`src/rtl/signed_addsub_pkg.sv`:
```
// Shared types for the sequential signed add/subtract unit.
// Holds the controller state enum and its encodings.
package signed_addsub_pkg;

  typedef enum logic [2:0] {
    S_IDLE = 3'd0,
    S_MAG  = 3'd1,
    S_CMP  = 3'd2,
    S_EXEC = 3'd3,
    S_PACK = 3'd4,
    S_DONE = 3'd5
  } state_t;

endpackage

```
`src/rtl/sm_conv.sv`:
```
// Combinational two's-complement <-> sign-magnitude converter.
// to_sm=1: din is a sign-extended operand, dout its magnitude; to_sm=0: din is a magnitude, dout its low WIDTH two's-complement bits.
module sm_conv #(
  parameter int WIDTH = 8
) (
  input  logic             to_sm,
  input  logic             sign_in,
  input  logic [WIDTH:0]   din,
  output logic [WIDTH-1:0] dout
);

  logic neg;

  // Only the low WIDTH bits of the negation are ever needed, so the top bit only steers.
  assign neg  = to_sm ? din[WIDTH] : sign_in;
  assign dout = neg ? (~din[WIDTH-1:0] + WIDTH'(1)) : din[WIDTH-1:0];

endmodule

```
`src/rtl/signed_addsub_seq.sv`:
```
// Multi-cycle signed add/subtract through sign-magnitude arithmetic.
// Define SIGNED_ADDSUB_SAT_EN to saturate on overflow; otherwise the result wraps.
module signed_addsub_seq
  import signed_addsub_pkg::*;
#(
  parameter int WIDTH = 8
) (
  input  logic             clk,
  input  logic             RESET,
  input  logic             start,
  input  logic             op,
  input  logic [WIDTH-1:0] a,
  input  logic [WIDTH-1:0] b,
  output logic             busy,
  output logic             done,
  output logic [WIDTH-1:0] result,
  output logic             ovf,
  output logic             zero,
  output state_t           state_dbg
);

  // Handshake: start is accepted only in the cycle busy=0; done is a one-cycle
  // pulse marking result/ovf/zero valid, and those stay held until the next done.

  localparam logic [WIDTH:0] HALF    = {2'b01, {(WIDTH-1){1'b0}}};
  localparam logic [WIDTH:0] HALF_M1 = {2'b00, {(WIDTH-1){1'b1}}};
`ifdef SIGNED_ADDSUB_SAT_EN
  localparam logic [WIDTH-1:0] MAX_POS = {1'b0, {(WIDTH-1){1'b1}}};
  localparam logic [WIDTH-1:0] MIN_NEG = {1'b1, {(WIDTH-1){1'b0}}};
`endif

  state_t state, next_state;

  logic [WIDTH-1:0] a_r, b_r;
  logic             op_r;
  logic             sgn_a, sgn_b;
  logic [WIDTH-1:0] mag_a, mag_b;
  logic             a_ge, same_sgn;
  logic [WIDTH:0]   mag_r;
  logic             sgn_r;

  logic [WIDTH-1:0] mag_a_c, mag_b_c, tc_lo;
  logic [WIDTH-1:0] res_c;
  logic             ovf_c;

  always_ff @(posedge clk or posedge RESET) begin
    if (RESET) state <= S_IDLE;
    else       state <= next_state;
  end

  always_comb begin
    next_state = state;
    case (state)
      S_IDLE:  if (start) next_state = S_MAG;
      S_MAG:   next_state = S_CMP;
      S_CMP:   next_state = S_EXEC;
      S_EXEC:  next_state = S_PACK;
      S_PACK:  next_state = S_DONE;
      S_DONE:  next_state = S_IDLE;
      default: next_state = S_IDLE;
    endcase
  end

  always_ff @(posedge clk or posedge RESET) begin
    if (RESET) begin
      busy <= 1'b0;
      done <= 1'b0;
    end else begin
      busy <= (next_state != S_IDLE);
      done <= (next_state == S_DONE);
    end
  end

  assign state_dbg = state;

  sm_conv #(.WIDTH(WIDTH)) u_conv_a (
    .to_sm   (1'b1),
    .sign_in (1'b0),
    .din     ({a_r[WIDTH-1], a_r}),
    .dout    (mag_a_c)
  );

  sm_conv #(.WIDTH(WIDTH)) u_conv_b (
    .to_sm   (1'b1),
    .sign_in (1'b0),
    .din     ({b_r[WIDTH-1], b_r}),
    .dout    (mag_b_c)
  );

  sm_conv #(.WIDTH(WIDTH)) u_conv_r (
    .to_sm   (1'b0),
    .sign_in (sgn_r),
    .din     (mag_r),
    .dout    (tc_lo)
  );

  // Overflow is judged on the exact magnitude, so it is the same in both builds.
  always_comb begin
    ovf_c = sgn_r ? (mag_r > HALF) : (mag_r > HALF_M1);
    res_c = tc_lo;
`ifdef SIGNED_ADDSUB_SAT_EN
    if (ovf_c) res_c = sgn_r ? MIN_NEG : MAX_POS;
`endif
  end

  always_ff @(posedge clk or posedge RESET) begin
    if (RESET) begin
      a_r      <= '0;
      b_r      <= '0;
      op_r     <= 1'b0;
      sgn_a    <= 1'b0;
      sgn_b    <= 1'b0;
      mag_a    <= '0;
      mag_b    <= '0;
      a_ge     <= 1'b0;
      same_sgn <= 1'b0;
      mag_r    <= '0;
      sgn_r    <= 1'b0;
      result   <= '0;
      ovf      <= 1'b0;
      zero     <= 1'b0;
    end else begin
      case (state)
        S_IDLE: begin
          if (start) begin
            a_r  <= a;
            b_r  <= b;
            op_r <= op;
          end
        end
        S_MAG: begin
          sgn_a <= a_r[WIDTH-1];
          sgn_b <= b_r[WIDTH-1] ^ op_r;
          mag_a <= mag_a_c;
          mag_b <= mag_b_c;
        end
        S_CMP: begin
          a_ge     <= (mag_a >= mag_b);
          same_sgn <= (sgn_a == sgn_b);
        end
        S_EXEC: begin
          if (same_sgn) begin
            mag_r <= {1'b0, mag_a} + {1'b0, mag_b};
            sgn_r <= sgn_a;
          end else if (a_ge) begin
            mag_r <= {1'b0, mag_a - mag_b};
            // Cancelling magnitudes must come out as +0.
            sgn_r <= (mag_a == mag_b) ? 1'b0 : sgn_a;
          end else begin
            mag_r <= {1'b0, mag_b - mag_a};
            sgn_r <= sgn_b;
          end
        end
        S_PACK: begin
          result <= res_c;
          ovf    <= ovf_c;
          zero   <= (res_c == '0);
        end
        default: ;
      endcase
    end
  end

endmodule

```
`config.mk`:
```
export PLATFORM = sky130hd
export DESIGN_NAME = signed_addsub_seq
export DESIGN_NICKNAME = d
export VERILOG_FILES = /design/src/rtl/signed_addsub_pkg.sv /design/src/rtl/sm_conv.sv /design/src/rtl/signed_addsub_seq.sv
export SDC_FILE = /design/constraint.sdc
export NUM_CORES = 1
export LEC_CHECK = 0
export BUFFER_PORTS_ARGS = -buffer_cell sky130_fd_sc_hd__buf_2
export CORE_MARGIN = 1
export CORE_UTILIZATION = 55
export CTS_BUF_LIST = sky130_fd_sc_hd__clkbuf_2
export DETAILED_ROUTE_END_ITERATION = 8
export GPL_TIMING_DRIVEN = 0
export PLACE_DENSITY = 0.77
export SETUP_SLACK_MARGIN = 0.02
export SLEW_MARGIN = 0
export SYNTH_ARGS = -nofsm -noshare
export SYNTH_HDL_FRONTEND = slang
export SYNTH_SLANG_ARGS = --single-unit
```
`constraint.sdc`:
```
create_clock -name clk -period 4.6 [get_ports clk]
set_clock_uncertainty 0.1 [all_clocks]
set_input_delay 0.23 -clock clk [delete_from_list [all_inputs] [get_ports clk]]
set_output_delay 0.23 -clock clk [all_outputs]
set_load 0.01 [all_outputs]
```
# Yosys cells after proc, flatten, opt, wreduce, memory -nomap -nowiden
# Index checks and enable logic that the tools add are counted.
# totals
in_bits	20
out_inout_bits	15
wordCells	52
reg_bits	62
# classes
eq_ne	7
mux	11
order_cmp	3
n_reduce_logical	4
addsub	6
bitwise	4
# ops
cell	count
2-to-1 mux 8 bit	4
adder 8 x 1 -> 8 bit (second input constant)	3
NOT 8 bit	3
subtractor 8 bit	2
one-hot mux 3 bit (5 select lines)	1
adder 8 x 8 -> 9 bit	1
> comparator 9 x 7 -> 1 bit (second input constant)	1
> comparator 9 x 8 -> 1 bit (second input constant)	1
2-to-1 mux 9 bit	1
equality test 8 bit	1
greater-or-equal comparator 8 bit	1
logical NOT 8 bit	1
equality test 3 x 2 -> 1 bit (second input constant)	2
equality test 3 bit (second input constant)	2
2-to-1 mux 1 bit	4
equality test 3 x 1 -> 1 bit (second input constant)	1
logical NOT 3 bit	1
2-to-1 mux 3 bit	1
nonzero test 3 bit	1
AND reduction 2 bit	1
equality test 1 bit	1
XOR 1 bit	1

# Longest topological paths before layout
# Gate-level depths: netlist of the first run.
# depth
depth_word	4
ltp_mapped	9
depth_no_buf	9

# By module
# Synthesis of the first run repeated with hierarchy kept, for this count alone.
# unflattened
cells_unflattened	391
hier_area_um2	3833.7
# by_module_without_submodules
mod	n_inst	cells_per_inst	seq_area_each_um2	area_per_inst_um2
signed_addsub_seq	1	319	1551.5	3338.2
sm_conv	3	24	0.0	165.2

# Worst setup path before layout of the first run
# No wires, ideal clock.
# synth_path
path_kind	register -> register
start	register mag_a[5]
end	register mag_r[7]
synth_period_minus_slack_ns	2.141
path_buffers	1
path_slack_ns	2.459
arrival_time_ns	1.911
t_required_ns	4.370
stages_incl_launch_ff	10
setup_ns	0.130
path_cell_list	dfrtp_1 inv_1 ha_1 buf_4 inv_1 a221o_1 o311a_1 nor3_1 xnor2_1 o21ai_1
# synth_between
elab_chain_len	3
elab_cells_between_ends	5
cone_classes	add/sub (3); mux (2)
# synth_rtl
element	line	text
start: declaration	signed_addsub_seq.sv:37	logic [WIDTH-1:0] mag_a, mag_b;
start signal: assignment	signed_addsub_seq.sv:134	mag_a <= mag_a_c;
subtractor 8 bit (on tied branches)	signed_addsub_seq.sv:150, signed_addsub_seq.sv:146	
2-to-1 mux 8 bit	signed_addsub_seq.sv:145	end else if (a_ge) begin
2-to-1 mux 9 bit *	signed_addsub_seq.sv:142	if (same_sgn) begin
end signal: assignment	signed_addsub_seq.sv:143	mag_r <= {1'b0, mag_a} + {1'b0, mag_b};
end signal: assignment	signed_addsub_seq.sv:146	mag_r <= {1'b0, mag_a - mag_b};
end signal: assignment	signed_addsub_seq.sv:150	mag_r <= {1'b0, mag_b - mag_a};
end: declaration	signed_addsub_seq.sv:39	logic [WIDTH:0] mag_r;
# Every way passes the cells marked *; elsewhere a longest branch is shown, timed or not.
# A chain may end at the register's enable or synchronous reset.

# Worst setup path in the final report of the first run
# layout_path
start	register mag_a[2]
end	register mag_r[6]
# Same word-level chain as after synthesis.

==> results of run 1 <==
## metal layers
layer	GRT usage (%)	wire, µm	vias up	part of all wire, %
met5	0	0	-	0
met4	12.0	201	0	2.5
met3	4.28	258	19	3.2
met2	45.4	4180	65	51
met1	28.1	3520	1440	43
li1	-	-	1525	-
## layout make-up
| cell class | instances | share of cell area, % |
|---|---|---|
| buffer | 26 | 2.46 |
| clock inverter | 5 | 1.18 |
| multi-input combinational | 289 | 46.0 |
| inverter | 32 | 2.75 |
| timing repair buffer | 54 | 8.71 |
| clock buffer | 10 | 1.15 |
| sequential | 62 | 35.5 |
| tap | 77 | 2.21 |
## per-stage QoR
stage               std cells  total power, mW  util, %  hold WS (ps)  worst slack [ps]
floorplan                 409             2.50        -           247              2460
global placement          520             2.94     62.4           339              2030
detailed placement        521             3.00     62.7           242              2150
CTS                       555             3.34     67.2           227              2140
global route              555             3.64     67.2           287              1860
finish                    555             3.33     67.2           255              2060
## worst register-to-register path: stages, from the launching register on
cell	delay, ps
dfrtp_1	430
inv_1	70
ha_1	310
buf_2	190
nor2b_1	140
o21ai_0	340
a21oi_1	130
o41ai_1	440
xnor2_1	190
o21ai_0	90
## power by group through the flow
stage | Sequential [mW] | Combinational, mW | Clock (mW)
detailed placement | 1.04 | 1.97 | 0
global route | 1.06 | 2.24 | 0.340
finish | 1.02 | 1.99 | 0.310
CTS | 1.02 | 1.99 | 0.321
floorplan | 1.00 | 1.50 | 0
global placement | 1.02 | 1.92 | 0
## state kept, by name (all words and copies together) (netlist names), 3 cells and up
signal / count
mag_r: 9
a_r: 8
b_r: 8
mag_a: 8
mag_b: 8
result: 8
state_dbg: 3
## how the worst max path moves through the flow
stage	startpoint	end	slack (ps)
2_1_floorplan	mag_a[5]$_DFFE_PP0N_	mag_r[7]$_DFFE_PP0N_	2460
3_3_place_gp	RESET	mag_r[4]$_DFFE_PP0N_	2030
3_5_place_dp	mag_a[2]$_DFFE_PP0N_	mag_r[6]$_DFFE_PP0N_	2150
4_1_cts	mag_a[2]$_DFFE_PP0N_	mag_r[6]$_DFFE_PP0N_	2140
5_1_grt	mag_a[2]$_DFFE_PP0N_	mag_r[6]$_DFFE_PP0N_	1860
6_report	mag_a[2]$_DFFE_PP0N_	mag_r[6]$_DFFE_PP0N_	2060
## synthesized netlist by cell type, types with 10 or more instances
| master | number |
|---|---|
| xor2_1 | 14 |
| a21oi_1 | 25 |
| clkbuf_1 | 20 |
| dfrtp_1 | 62 |
| ha_1 | 27 |
| inv_1 | 32 |
| nor2b_1 | 10 |
| mux2_2 | 15 |
| nand2_1 | 45 |
| o21ai_0 | 41 |
| nor2_1 | 23 |
| xnor2_1 | 11 |
## cells by family (layout without fill, tap and decap cells)
kind of cell               after synthesis  after routing  synth area share, %
muxes                                   21             21                 6.05
buffers and inverters                   58            127                 6.01
adders and majority gates               30             30                 10.5
and+or+nand+nor                        115            115                 14.9
DFF                                     62             62                 41.0
AOI/OAI and AO/OA                       98             98                 15.8
xor gates and xnor gates                25             25                 5.78
==> summary.txt, run 1 <==
Run status
  – Status: complete, but fails checks
  – Failing checks: DRC

Layout
  – Storage cell area: 0.00155 mm²
  – Area grow syn2layout: 15.3%
  – Multi-input logic area: 0.00201 mm²
  – Design Area, Final: 0.00437 mm²
  – Antenna Cells: 0
  – Nets: 524
  – Commonest non-fill, non-tap cells in the layout: 62 x dfrtp_1, 45 x nand2_1, 41 x o21ai_0
  – Fill cell count: 551
  – Layout cells sized above 1: 16.1%
  – Most common cell after layout, fill and taps aside: dfrtp_1

Power and ir drop
  – Sw Ratio: 46.8%
  – VDD IR-drop max: 398 µV
  – Internal: 1.77 mW
  – Net switching power: 1.56 mW
  – Pleak: 2.04 nW
  – Comb power frac: 59.9%
  – Clock Power Share: 9.3%
  – Pwr Density: 762 mW/mm²
  – Sequential fraction of design power: 30.8%

Synth
  – Area share of the largest cell type after synthesis: 41.0%
  – Synth top area cells: dfrtp_1 41%, ha_1 8.9%, o21ai_0 5.4%
  – Post-synthesis sequential area ratio: 41.0%
  – YS warnings: 0
  – Synthesized area: 0.00379 mm²
  – Yosys reg bits: 62
  – Synth unique cells: 51
  – Syn Nets: 459
  – Mapped Cells: 409
  – Synth Flop Type: dfrtp_1
  – Post-synth EDFFs: 0
  – Area leader, netlist: dfrtp_1
  – Ys async rst share: 100%
  – Syn avg cell area: 9.26 µm²

Critical path
  – CP Data Arrival Time: 2790 ps
  – Slowest cell delay on critical path: 440 ps
  – FF-to-FF End: mag_r[6]$_DFFE_PP0N_
  – Worst Path Required: 4850 ps
  – Setup crit end kind: register
  – CP Class: register to register
  – Cell family with most CP delay: compound AO/OA/AOI/OAI gates
  – CP startpoint kind: register
  – Crit-path most repeated cell: o21ai_0
  – Reg2Reg Depth: 9
  – Crit path depth: 9
  – CP Max Fanout: 10
  – Reg2reg start: mag_a[2]$_DFFE_PP0N_
  – CP bufs+invs: 2
  – Critical Path, Cell by Cell: inv_1 -> ha_1 -> buf_2 -> nor2b_1 -> o21ai_0 -> a21oi_1 -> o41ai_1 -> xnor2_1 -> o21ai_0
  – Slowest cell on crit path: o41ai_1
  – FF-to-FF setup slack: 2060 ps

Clock network
  – Post-CTS setup buffer count: 0
  – CTS Buffer Depth: 2
  – TritonCTS clock tree: done
  – Num CTS Buffers: 9
  – Clock Latency Late Sink: 480 ps
  – Clock Sinks: 62
  – Htree depth: 3
  – Hold Buf Count CTS: 19
  – CTS root buffer: clkbuf_2
  – Clock slew at reported path FFs: 170 ps
  – Post-CTS Resized: 0

Route
  – Initial DRC Count: 180
  – Via Count: 3049
  – First-pass DRT Iterations: 7
  – Wire length per cell: 14.7 µm
  – DRC Markers: 2
  – Routed Antenna Nets: 0
  – Vias per cell: 5.49
  – Final wirelength: 8.16 mm

Global routing
  – Initial antenna violation count: 0
  – Pin count of the biggest net entering global routing: 34
  – First-pass GRT wire length: 14.2 mm
  – Vias in the first global route: 3100
  – Grt ovf: 0
  – GRT Resource Usage Total: 24.9%

Worst hold path
  – Worst Hold Class: input pin to asynchronous set/reset pin

Timing
  – Slew Limit Fails: 0
  – Final TNS setup: 0 ps
  – Hold Fails Final Rpt: 0
  – Crit share post-route: 55.3%
  – FMAX: 0.393 GHz
  – RSZ-0062 raised after global routing: false
  – Headroom to the max-slew limit: 58.1%
  – Final-report setup violation count: 0
  – Min cycle time layout: 2540 ps
  – Least-Margin Pin Slew: 628 ps

Placed design
  – Placer Congestion: 0.919
  – Final HPWL DP: 5.99 mm
  – IO Port Bufs: 34
  – Placed cell areas: 0.00407 mm²

Floorplan
  – Rows: 29
  – IO Pins: 35
  – Core area: 0.00649 mm²
  – DIE WIDTH: 85.0 µm
  – Initial Utilization: 58.3%
  – Die footprint: 0.00722 mm²
  – Die Span Y: 85.0 µm

Job
  – Maxcap violations: 0
Power figures use the tool's default switching activity.
==> inputs of run 2 (changes only) <==
Clock period 4.6 ns to 2.6 ns, I/O delays scaled along.
==> run 2 against run 1 <==
Effect of this change: combinational power grew 79%; sequential power is 77% higher; critical endpoint unchanged; routed wire length increased by 0.74%; the run still ends with DRC left; total power grew 78%; global-route usage unchanged; highest routed layer unchanged; critical path depth unchanged.
==> summary.txt, run 2 (same netlist as run 1, synthesis figures left out) <==
Run status
  – Status: complete, but fails checks
  – Failing checks: DRC

Layout
  – Nets: 524 (unchanged)
  – Area grow syn2layout: 15.5%
  – Largest Register: mag_r
  – Most common cell after layout, fill and taps aside: dfrtp_1
  – Fill cell count: 552 (+0.18%)
  – Antenna Cells: 0 (unchanged)
  – Commonest non-fill, non-tap cells in the layout: 62 x dfrtp_1, 45 x nand2_1, 40 x o21ai_0
  – Layout cells sized above 1: 16.5% (+0.42 points)
  – Max reg flops: 9 (unchanged)

Clock network
  – Post-CTS setup buffer count: 0 (unchanged)
  – Htree depth: 3 (unchanged)
  – Num CTS Buffers: 9 (unchanged)
  – CTS Buffer Depth: 2 (unchanged)
  – Clock slew at reported path FFs: 170 ps (about the same)
  – Clock Latency Late Sink: 480 ps (about the same)
  – Clock Sinks: 62 (unchanged)
  – TritonCTS clock tree: done
  – CTS root buffer: clkbuf_2

Global routing
  – First-pass GRT wire length: 14.2 mm (unchanged)
  – Vias in the first global route: 3100 (unchanged)
  – Global Route met3 Usage: 4.28% (unchanged)
  – Initial antenna violation count: 0 (unchanged)
  – Gr busiest metal: met2
  – Pin count of the biggest net entering global routing: 34 (unchanged)
  – Grt met2 use: 45.4% (unchanged)
  – GRT met1 Usage: 28.1% (unchanged)
  – Grt ovf: 0 (unchanged)
  – GRT Resource Usage Total: 24.9% (unchanged)

Timing
  – FMAX: 0.415 GHz (+5.6%)
  – Slew Limit Fails: 0 (unchanged)
  – Final WS setup: 191 ps (-1860 ps)
  – Final-report setup violation count: 0 (unchanged)
  – Least-Margin Pin Slew: 628 ps (+0.296 ps)
  – Final TNS setup: 0 ps (unchanged)
  – Crit share post-route: 92.7% (+37 points)
  – Headroom to the max-slew limit: 58.0% (about the same)
  – Hold Fails Final Rpt: 0 (unchanged)
  – RSZ-0062 raised after global routing: false
  – Min cycle time layout: 2410 ps (-135 ps)

Floorplan
  – Rows: 29 (unchanged)
  – Die Span Y: 85.0 µm (unchanged)
  – DIE WIDTH: 85.0 µm (unchanged)
  – IO Pins: 35 (unchanged)
  – Die footprint: 0.00722 mm² (unchanged)
  – Initial Utilization: 58.3% (unchanged)
  – Core area: 0.00649 mm² (unchanged)

Critical path
  – Slowest cell on crit path: dfrtp_1
  – Reg2Reg Depth: 9 (unchanged)
  – Crit-path most repeated cell: o21ai_0
  – CP Class: register to register
  – CP startpoint kind: register
  – CP Data Arrival Time: 2660 ps (-130 ps)
  – CP bufs+invs: 2 (unchanged)
  – FF-to-FF End: mag_r[6]$_DFFE_PP0N_
  – Cell family with most CP delay: compound AO/OA/AOI/OAI gates
  – Worst Path Required: 2850 ps (-2000 ps)
  – Critical Path, Cell by Cell: inv_1 -> ha_1 -> buf_2 -> nor2b_1 -> o21ai_0 -> a211oi_1 -> o41ai_2 -> xnor2_1 -> o21ai_0
  – Setup crit end kind: register
  – FF-to-FF setup slack: 190 ps (-1860 ps)
  – Slowest cell delay on critical path: 430 ps (about the same)
  – Reg2reg start: mag_a[2]$_DFFE_PP0N_
  – CP Max Fanout: 10 (unchanged)

Route
  – First-pass DRT Iterations: 6 (-1)
  – Via Count: 3067 (+0.59%)
  – Final wirelength: 8.22 mm (+0.74%)
  – Routed Antenna Nets: 0 (unchanged)
  – Initial DRC Count: 174 (-3.3%)
  – DRC Markers: 2 (unchanged)
  – Vias per cell: 5.53 (+0.59%)
  – Wire length per cell: 14.8 µm (+0.74%)

Placed design
  – Placer Congestion: 0.919 (unchanged)
  – Setup Slack @ Placement: 150 ps (-2000 ps)
  – IO Port Bufs: 34 (unchanged)
  – Final HPWL DP: 5.99 mm (unchanged)

Power and ir drop
  – Pleak: 2.04 nW (+0.38%)
  – Pwr Density: 1360 mW/mm² (+78%)
  – VDD IR-drop max: 704 µV (+77%)

Job
  – Maxcap violations: 0 (unchanged)

Worst hold path
  – Worst Hold Class: input pin to asynchronous set/reset pin
## run 2: cell counts in the layout (fill, tap and decap cells not counted)
Identical to the previous run, type by type.
## run 2: layer usage
layer / routed length (µm) / vias up
li1: - / 1526
met1: 3510 / 1445
met2: 4220 / 77
met3: 286 / 19
met4: 202 / 0
met5: 0 / -
## run 2: report_power, final
part	switching [mW]	internal, mW	leakage [nW]
Sequential	0.406	1.41	0.752
Clock	0.332	0.215	0.0668
Combinational	2.04	1.53	1.22
## run 2: tightest hold or removal path: stages
cell           delay, ps
dlygate4sd3_1        530
buf_2                120
inv_2                460
## run 2: how the worst max path moves through the flow
stage                               from                    to  slack, ps  cells past startpoint
floorplan           mag_a[5]$_DFFE_PP0N_  mag_r[7]$_DFFE_PP0N_        460                      9
global placement                   RESET  mag_r[4]$_DFFE_PP0N_        130                      2
detailed placement  mag_a[2]$_DFFE_PP0N_  mag_r[6]$_DFFE_PP0N_        150                      9
CTS                 mag_a[2]$_DFFE_PP0N_  mag_r[6]$_DFFE_PP0N_        140                      9
global route        mag_a[2]$_DFFE_PP0N_  mag_r[6]$_DFFE_PP0N_         30                      9
finish              mag_a[2]$_DFFE_PP0N_  mag_r[6]$_DFFE_PP0N_        190                      9
## run 2: layout make-up
type                       instances  area (µm²)  area share, %
timing repair buffer              54         380           8.70
sequential                        62        1550           35.5
tap                               77        96.3           2.20
buffer                            26         109           2.49
multi-input combinational        289        2020           46.1
clock inverter                     5        51.3           1.17
clock buffer                      10        50.0           1.14
inverter                          32         120           2.75
## run 2: through the flow
stage	instances	instance area [µm²]	power (mW)	utilization [%]	hold slack [ps]
floorplan	409	3790	4.43	-	147
global placement	520	4050	5.20	62.4	239
detailed placement	521	4070	5.32	62.7	142
CTS	555	4370	5.90	67.2	127
global route	555	4370	6.47	67.3	187
finish	555	4370	5.93	67.3	155
## run 2: timing repair
item / 4_1_cts / 5_1_grt
hold buffers: 19 / 0
endpoints found under the hold margin: 48 / 0
gates resized for setup: 0 / 4
setup endpoints to repair: 0 / 3
==> inputs of run 3 (changes only) <==
Settings changed: CORE_ASPECT_RATIO set to 1.4.
==> run 3 against run 2 <==
Effect of this change: the flow now finishes without violations; sequential power about the same; utilization decreased by 0.55 points; total power increased by 1.7%; sequential share of layout area decreased by 0.34 points; sequential cell count unchanged; largest cell class unchanged.
==> summary.txt, run 3 (same netlist as run 1, synthesis figures left out) <==
Run status
  – Status: finished, final reports clean

Route
  – DRC Markers: 0 (-2)
  – Routed Antenna Nets: 0 (unchanged)
  – WL met1: 3.04 mm (-13%)
  – WL met3: 214 µm (-25%)
  – Initial DRC Count: 129 (-26%)
  – Vias per cell: 5.41 (-2.0%)
  – Final wirelength: 8.10 mm (-1.4%)
  – First-pass DRT Iterations: 4 (-2)
  – Uppermost layer routed: met4
  – Metal2 WL: 4.37 mm (+3.5%)
  – Via Count: 3091 (+0.78%)
  – Wire length per cell: 14.2 µm (-4.2%)

Critical path
  – Slowest cell delay on critical path: 430 ps (about the same)
  – CP Data Arrival Time: 2730 ps (+70 ps)
  – CP Max Fanout: 10 (unchanged)
  – Reg2reg start: mag_a[4]$_DFFE_PP0N_
  – Slowest cell on crit path: dfrtp_1
  – Setup crit end kind: register
  – CP Class: register to register
  – FF-to-FF setup slack: 150 ps (-40 ps)
  – Crit-path most repeated cell: nor3_1
  – Reg2Reg Depth: 9 (unchanged)
  – Worst Path Required: 2880 ps (+30 ps)
  – CP Launch Point: mag_a[4]$_DFFE_PP0N_
  – CP startpoint kind: register
  – Critical Path, Cell by Cell: inv_1 -> ha_1 -> clkbuf_1 -> nor3_1 -> o31a_1 -> o311a_1 -> nor3_1 -> xnor2_1 -> o21ai_1

Placed design
  – Placed cell areas: 0.00409 mm² (+0.46%)
  – Placed Cells: 536 (+2.9%)
  – IO Port Bufs: 34 (unchanged)
  – Final HPWL DP: 6.10 mm (+1.8%)
  – Placer Congestion: 0.914 (-0.61%)

Floorplan
  – Initial Utilization: 57.3% (-1.0 points)
  – Core area: 0.00661 mm² (+1.8%)
  – Die footprint: 0.00723 mm² (about the same)
  – DIE WIDTH: 72.1 µm (-15%)
  – Die Span Y: 100 µm (+18%)
  – IO Pins: 35 (unchanged)
  – Rows: 35 (+21%)

Timing
  – Min cycle time layout: 2450 ps (+37.7 ps)
  – Hold slack final: 114 ps (-41.3 ps)
  – Final-report setup violation count: 0 (unchanged)
  – Crit share post-route: 94.1% (+1.5 points)
  – RSZ-0062 raised after global routing: false
  – Slew Limit Fails: 0 (unchanged)
  – Least-Margin Pin Slew: 687 ps (+58.7 ps)
  – Final TNS setup: 0 ps (unchanged)
  – FMAX: 0.409 GHz (-1.5%)
  – Hold Fails Final Rpt: 0 (unchanged)
  – Headroom to the max-slew limit: 53.5% (-4.5 points)

Layout
  – Antenna Cells: 0 (unchanged)
  – Nets: 524 (unchanged)
  – Non-filler cells, final: 571 (+2.9%)
  – Largest Register: mag_r
  – Layout cells sized above 1: 16.7% (+0.17 points)
  – Fill cell count: 542 (-1.8%)
  – Most common cell after layout, fill and taps aside: dfrtp_1
  – Commonest non-fill, non-tap cells in the layout: 62 x dfrtp_1, 45 x nand2_1, 39 x buf_2, 39 x o21ai_0, 31 x inv_1
  – Max reg flops: 9 (unchanged)
  – Util after Layout: 66.8% (-0.55 points)
  – Area grow syn2layout: 16.6%
  – Design Area, Final: 0.00442 mm² (+0.97%)

Clock network
  – CTS Buffer Depth: 2 (unchanged)
  – TritonCTS clock tree: done
  – Num CTS Buffers: 9 (unchanged)
  – Htree depth: 3 (unchanged)
  – Clock Latency Late Sink: 510 ps (+30 ps)
  – CTS root buffer: clkbuf_2
  – Clock Sinks: 62 (unchanged)
  – Clock slew at reported path FFs: 190 ps (+20 ps)

Power and ir drop
  – Pleak: 2.06 nW (+0.59%)
  – Pwr Density: 1360 mW/mm² (+0.68%)
  – VDD IR-drop max: 779 µV (+11%)

Global routing
  – Pin count of the biggest net entering global routing: 36 (+5.9%)
  – Vias in the first global route: 3094 (-0.19%)
  – Grt ovf: 0 (unchanged)
  – First-pass GRT wire length: 13.6 mm (-4.1%)
  – Initial antenna violation count: 0 (unchanged)
  – GRT Resource Usage Total: 24.7% (-0.21 points)

Worst hold path
  – Worst Hold Class: input pin to asynchronous set/reset pin

Job
  – Maxcap violations: 0 (unchanged)
-- run 3: what timing repair did --
item	CTS	global route
setup buffers	0	0
endpoints found under the hold margin	46	0
hold buffers	19	0
endpoints found under the setup margin	0	2
gates resized for setup	0	2
-- run 3: routing by layer --
metal,global-route usage (%),vias up
met1,23.8,1453
met2,46.0,75
met5,0,-
met4,17.6,0
met3,4.12,39
li1,-,1524
-- run 3: per-stage QoR --
step | power, mW | setup slack, ps
2_1_floorplan | 4.43 | 459
3_3_place_gp | 5.19 | 141
3_5_place_dp | 5.32 | 123
4_1_cts | 6.02 | 69.2
5_1_grt | 6.60 | 33.3
6_report | 6.03 | 153
-- run 3: area by class of cell --
cell class | count | area, µm² | share of cell area, %
multi-input combinational | 289 | 2010 | 45.5
sequential | 62 | 1550 | 35.1
timing repair buffer | 54 | 380 | 8.61
buffer | 26 | 108 | 2.44
inverter | 32 | 120 | 2.72
clock buffer | 13 | 65.1 | 1.47
tap | 92 | 115 | 2.61
clock inverter | 3 | 68.8 | 1.56
-- run 3: worst paths after layout --
kind | to
setup / recovery | mag_r[7]$_DFFE_PP0N_
hold / removal | state_dbg[1]$_DFF_PP0_
setup reg to reg | mag_r[7]$_DFFE_PP0N_
hold reg to reg | result[4]$_DFFE_PP0N_
max in group asynchronous | b_r[7]$_DFFE_PP0P_
min in group clk | a_r[0]$_DFFE_PP0P_
-- run 3: critical path, delay by kind of cell, from the launching register on --
| kind | cells | cell delay (ps) |
|---|---|---|
| compound gates | 3 | 500 |
| buf+inv | 2 | 450 |
| flops | 1 | 430 |
| simple gates | 2 | 390 |
| fa+ha+maj | 1 | 290 |
| xor+xnor | 1 | 150 |
-- run 3: report_power, final --
part | switching (mW) | internal, mW
registers | 0.374 | 1.41
logic | 2.05 | 1.52
clock network | 0.348 | 0.337
